<file path="config.mk">
export PLATFORM = sky130hd
export DESIGN_NAME = uart_rx_byte
export DESIGN_NICKNAME = d
export VERILOG_FILES = /design/src/rtl/uart_pkg.sv /design/src/rtl/sync_2ff.sv /design/src/rtl/uart_rx_byte.sv
export SDC_FILE = /design/constraint.sdc
export NUM_CORES = 1
export LEC_CHECK = 0
export CAP_MARGIN = 30
export CORE_AREA = 2 2 58 65
export CTS_CLUSTER_DIAMETER = 30
export DETAILED_ROUTE_END_ITERATION = 16
export DIE_AREA = 0 0 60 67
export PLACE_DENSITY = 0.77
export SLEW_MARGIN = 15
export SYNTH_ARGS = -nofsm -noshare
export SYNTH_HDL_FRONTEND = slang
export SYNTH_SLANG_ARGS = --single-unit
</file>
<file path="constraint.sdc">
create_clock -name clk -period 2.6 [get_ports clk]
set_input_delay 0.26 -clock clk [delete_from_list [all_inputs] [get_ports clk]]
set_output_delay 0.26 -clock clk [all_outputs]
set_load 0.005 [all_outputs]
</file>
<file path="src/rtl/uart_pkg.sv">
// uart_pkg: shared constants and receiver state encoding for the UART link
package uart_pkg;
   localparam int UART_CLKS_PER_BIT = 347;
   localparam int UART_BYTE_WIDTH = 8;
   typedef logic [2:0] state_t;
   localparam state_t IDLE  = 3'd0;
   localparam state_t START = 3'd1;
   localparam state_t DATA  = 3'd2;
   localparam state_t STOP  = 3'd3;
   localparam state_t BRK   = 3'd4;
endpackage

</file>
<file path="src/rtl/sync_2ff.sv">
// sync_2ff: two-flop synchronizer for a single asynchronous input
module sync_2ff #(
   parameter logic RST_VAL = 1'b1
) (
   input  logic clk,
   input  logic rst,
   input  logic d,
   output logic q
);
   logic m;
   always_ff @(posedge clk or posedge rst)
      if (rst) {q, m} <= {RST_VAL, RST_VAL};
      else {q, m} <= {m, d};
endmodule

</file>
<file path="src/rtl/uart_rx_byte.sv">
// uart_rx_byte: oversampling 8N1 deframer with a one-entry byte buffer
module uart_rx_byte
   import uart_pkg::*;
#(
   parameter int CLKS_PER_BIT = UART_CLKS_PER_BIT,
   parameter int BYTE_WIDTH = UART_BYTE_WIDTH
) (
   input  logic                  clk,
   input  logic                  rst,
   input  logic                  rx,
   input  logic                  unload_uart,
   output logic [BYTE_WIDTH-1:0] dout,
   output logic                  byte_rdy,
   output logic                  frame_err,
   output logic                  overrun
);
   localparam int CW = $clog2(CLKS_PER_BIT);
   localparam int BW = $clog2(BYTE_WIDTH);
   localparam logic [CW-1:0] LAST = CW'(CLKS_PER_BIT - 1);
   localparam logic [CW-1:0] HALF = CW'(CLKS_PER_BIT / 2 - 1);
   localparam logic [BW-1:0] BLAST = BW'(BYTE_WIDTH - 1);
   state_t state;
   logic [CW-1:0] cnt;
   logic [BW-1:0] bidx;
   logic [BYTE_WIDTH-1:0] sh;
   logic rxs, tick, deliver;
   sync_2ff #(.RST_VAL(1'b1)) u_sync (.clk(clk), .rst(rst), .d(rx), .q(rxs));
   assign tick = cnt == LAST;
   assign deliver = state == STOP && tick && rxs;
   always_ff @(posedge clk or posedge rst) begin
      if (rst) begin
         state <= IDLE;
         cnt <= '0;
         bidx <= '0;
         sh <= '0;
         frame_err <= 1'b0;
      end else begin
         frame_err <= 1'b0;
         cnt <= cnt + 1'b1;
         case (state)
            IDLE: if (!rxs) begin
               state <= START;
               cnt <= '0;
            end
            START: if (cnt == HALF) begin
               state <= rxs ? IDLE : DATA;
               cnt <= '0;
               bidx <= '0;
            end
            DATA: if (tick) begin
               sh <= {rxs, sh[BYTE_WIDTH-1:1]};
               cnt <= '0;
               bidx <= bidx + 1'b1;
               if (bidx == BLAST) state <= STOP;
            end
            STOP: if (tick) begin
               state <= rxs ? IDLE : BRK;
               frame_err <= !rxs;
            end
            BRK: if (rxs) state <= IDLE;
            default: state <= IDLE;
         endcase
      end
   end
   // an acknowledge in the stop-sample cycle frees the buffer for the new byte
   always_ff @(posedge clk or posedge rst) begin
      if (rst) begin
         dout <= '0;
         byte_rdy <= 1'b0;
         overrun <= 1'b0;
      end else if (deliver && (!byte_rdy || unload_uart)) begin
         dout <= sh;
         byte_rdy <= 1'b1;
      end else if (deliver) begin
         overrun <= 1'b1;
      end else if (unload_uart) begin
         byte_rdy <= 1'b0;
      end
   end
endmodule

</file>
==> summary.md <==
| Metric | Value |
|---|---|
| Quantity of hold-fixing buffers added after cts | 0 |
| Time the final worst path needs with I/O delays and setup | about 2200 ps |
| Clock root cell | clkbuf_4 |
| Slack of the critical path | 420 ps |
| Largest buffer count on any clock path | 2 |
| Critical Path Source Type | register |
| Setup repair after global routing missed its margin | false |
| Number of setup buffers added after CTS | 0 |
| Cell at the slowest stage of the critical path | a311oi_2 |
| Post-placement setup slack | 430 ps |
| Sum Neg Setup Slack | 0 ps |
| Worst path cell trace | nor4b_1 > nand2_1 > a311oi_2 > nor2_1 |
| Top Ports | 15 |
| Area added between synthesis and finish | 15.8% |
| Count of state elements after synthesis | 36 |
| HP Class | primary input to asynchronous set/reset pin |
| Highest net fanout along the worst path | 9 |
| First-iteration detailed-routing DRC count | 30 |
| Nets@finish | 153 |
| Number of library cell types mapped by synthesis | 32 |
| Number of max-slew violations in the final report | 0 |
| Initial antenna violation count | 0 |
| IO Port Bufs | 14 |
| Clock Sink Count | 36 |
| Peak clock frequency supported by timing | 459 MHz |
| Biggest area contributors in the synthesized netlist | dfrtp_1 53%, mux2_2 12%, ha_1 3.9% |
| Gp weighted congestion | around 0.8 |
| Post-CTS clock slew at the launch and capture registers of the worst setup and hold paths | roughly 110 ps |
| Critical Path Max Stage Delay | 660 ps |
| Critical path endpoint category | register |
| Internal power | between 0.6 and 0.7 mW |
| IR Drop Worst-Case VDD | 0.000286 V |
| Sw Pwr | about 0.19 mW |
| Inst Count DP | about 190 |
| H-Tree Level Count | 2 |
| Vert. Die Dim | 67 um |
| Final Non-Filler Cells | between 150 and 200 |
| Cell area after synthesis | 0.00160 mm2 |
| Instance area at placement | 0.00180 mm2 |
| Number of global-route vias before repair | 1,042 |
| Leading register cell type out of synthesis | dfrtp_1 |
| Pin count of the biggest net entering global routing | 37 |
| DIE WIDTH | around 60 um |
| DRC violations left | 0 |
| Endpoints failing setup | 0 |
| Portion of total power attributed to combinational logic | 1.9% |
| Clock Latency Late Sink | 340 ps |
| Starting density of the core | 48.2% |
| Sw frac | 21.5% |
| Sequential Power Share | 65.5% |
| Worst Skew | 20.8 ps |
| Post-synth EDFFs | 0 |
| Final Instance Area | 0.00186 mm2 |
| Hold WS | ~300 ps |
| Area of the core region | between 0.003 and 0.004 mm2 |
| Die Outline Area | 0.00402 mm2 |
| Sequential fraction of the synthesis area | approximately 56% |
| Transition time at the pin with the least slew margin | 656 ps |
| Syn_nets | 133 |
| Synth area leader | dfrtp_1 |
| Syn avg cell area | 12.9 um2 |
| Number of nets with antenna violations after detailed routing | 0 |
| Buffering stage count on the worst path with inverters included | 0 |
| Share of final-layout standard cells stronger than drive strength 1 | 24.1% |
| Number of warnings issued by yosys | 0 |
| Critical Path AT | roughly 2400 ps |
| Half-perimeter wire length after placement | approximately 1800 um |
| Share of the synthesized area in the top cell type | 53.0% |
| CP Depth | 4 |
| WL final | between 2000 and 3000 um |
| Async set or reset register ratio after synthesis | 100% |
| Wire length of the first global-routing pass | ~4600 um |
| Type of the worst setup path | register to register |
| Final clock period utilization by the worst path | 83.8% |
| Total number of vias | around 1,000 |
| Reported max-cap violation count | 0 |
| Util after Layout | between 50 and 60% |
| Total routing resource utilization after global routing | 15.9% |
| Headroom to the max-slew limit | 55.7% |
| Clock share of power | 32.6% |
| Initial DRT Pass Iterations | 4 |
| Count of antenna diodes in the layout | 0 |
| Number of gates given a new drive strength after cts | 0 |
| Num rows | 22 |
| Power density cells | 464 mW/mm2 |
| Cell count after synthesis | 124 |
| Final hold violations | 0 |
| Wirelength per Cell | 13.0 um |
| Total design power | ~0.86 mW |
| CTS tree | built |
| Clock buffer count from CTS | 5 |
| Global route overflow | 0 |
| Critical path's top delay family | simple AND/OR/NAND/NOR gates |
| Static Leak | 0.887 nW |
| Vias per cell | between 5 and 6 |
| CP Data Required Time | 2780 ps |
| Result of the run | completed |
| Worst-case reg-to-reg path depth | 4 |
## power groups by stage
stage	registers (mW)	logic, mW	clock network (mW)
2_1_floorplan	0.573	0.0106	0
6_report	0.565	0.0163	0.281
3_5_place_dp	0.576	0.0174	0
4_1_cts	0.565	0.0172	0.291
5_1_grt	0.565	0.0191	0.321
3_3_place_gp	0.575	0.0170	0
## worst min-delay path: stages
cell	delay [ps]
clkdlybuf4s50_1	390
inv_1	50
buf_4	380
## cells in the mapped netlist, types with 2 or more instances
| library cell | instances |
|---|---|
| mux2_2 | 17 |
| nor4b_4 | 2 |
| nand4_1 | 2 |
| dfstp_2 | 2 |
| o22ai_1 | 2 |
| nand2_1 | 2 |
| xor2_1 | 3 |
| dfrtp_1 | 34 |
| nand2b_1 | 2 |
| a22o_1 | 2 |
| nor2_1 | 11 |
| xnor2_1 | 4 |
| nor3_1 | 2 |
| a31o_2 | 2 |
| ha_1 | 5 |
| and4_2 | 2 |
| nand3_1 | 5 |
| a31oi_1 | 2 |
| inv_1 | 7 |
| nor2b_1 | 4 |
## state kept, by name, indices dropped and copies added, names as in the netlist
| signal | count |
|---|---|
| bidx | 3 |
| u_sync.q | 1 |
| frame_err | 1 |
| byte_rdy | 1 |
| state | 3 |
| cnt | 9 |
| dout | 8 |
| sh | 8 |
| overrun | 1 |
| u_sync.m | 1 |
## final timing paths
kind,end,from,slack [ps]
setup / recovery,cnt[6],cnt[4],420
hold / removal,sh[6],rst,300
setup reg to reg,cnt[6],cnt[4],420
hold reg to reg,u_sync.q,u_sync.m,360
max in group asynchronous,u_sync.m,rst,1960
min in group clk,u_sync.m,rx,330
## layout make-up
type	instances	area, um2
Clock buffer	7	45.0
Clock inverter	1	8.76
Fill cell	289	1470
Inverter	7	26.3
Multi-Input combinational cell	79	666
Sequential cell	36	903
Tap cell	48	60.1
Timing Repair Buffer	15	148
## layout by cell type, fill, tap and decap left out, types with 3 or more instances in the layout
cell and count:
xor2_1 3, clkdlybuf4s50_1 14, ha_1 5, nor2_1 11, mux2_2 17, inv_1 7
dfrtp_1 34, nor2b_1 4, nand3_1 5, xnor2_1 4, clkbuf_4 5
## per-layer routing
layer | vias to the layer above | routed length [um] | GRT usage (%)
li1 | 484 | - | -
met1 | 495 | 1090 | 18.9
met2 | 27 | 1250 | 25.3
met3 | 5 | 99 | 4.66
met4 | 0 | 75 | 9.17
met5 | - | 0 | 0
## logic make-up (layout without fill, tap and decap cells)
family | count (synthesis) | in the layout | share of synthesized area (%)
compound gates | 13 | 13 | 6.63
buf+inv | 9 | 30 | 2.18
fa+ha+maj | 5 | 5 | 3.90
xor+xnor | 7 | 7 | 3.82
simple gates | 37 | 37 | 15.2
flops | 36 | 36 | 56.3
mux | 17 | 17 | 11.9
(Power assumes the default switching activity.)
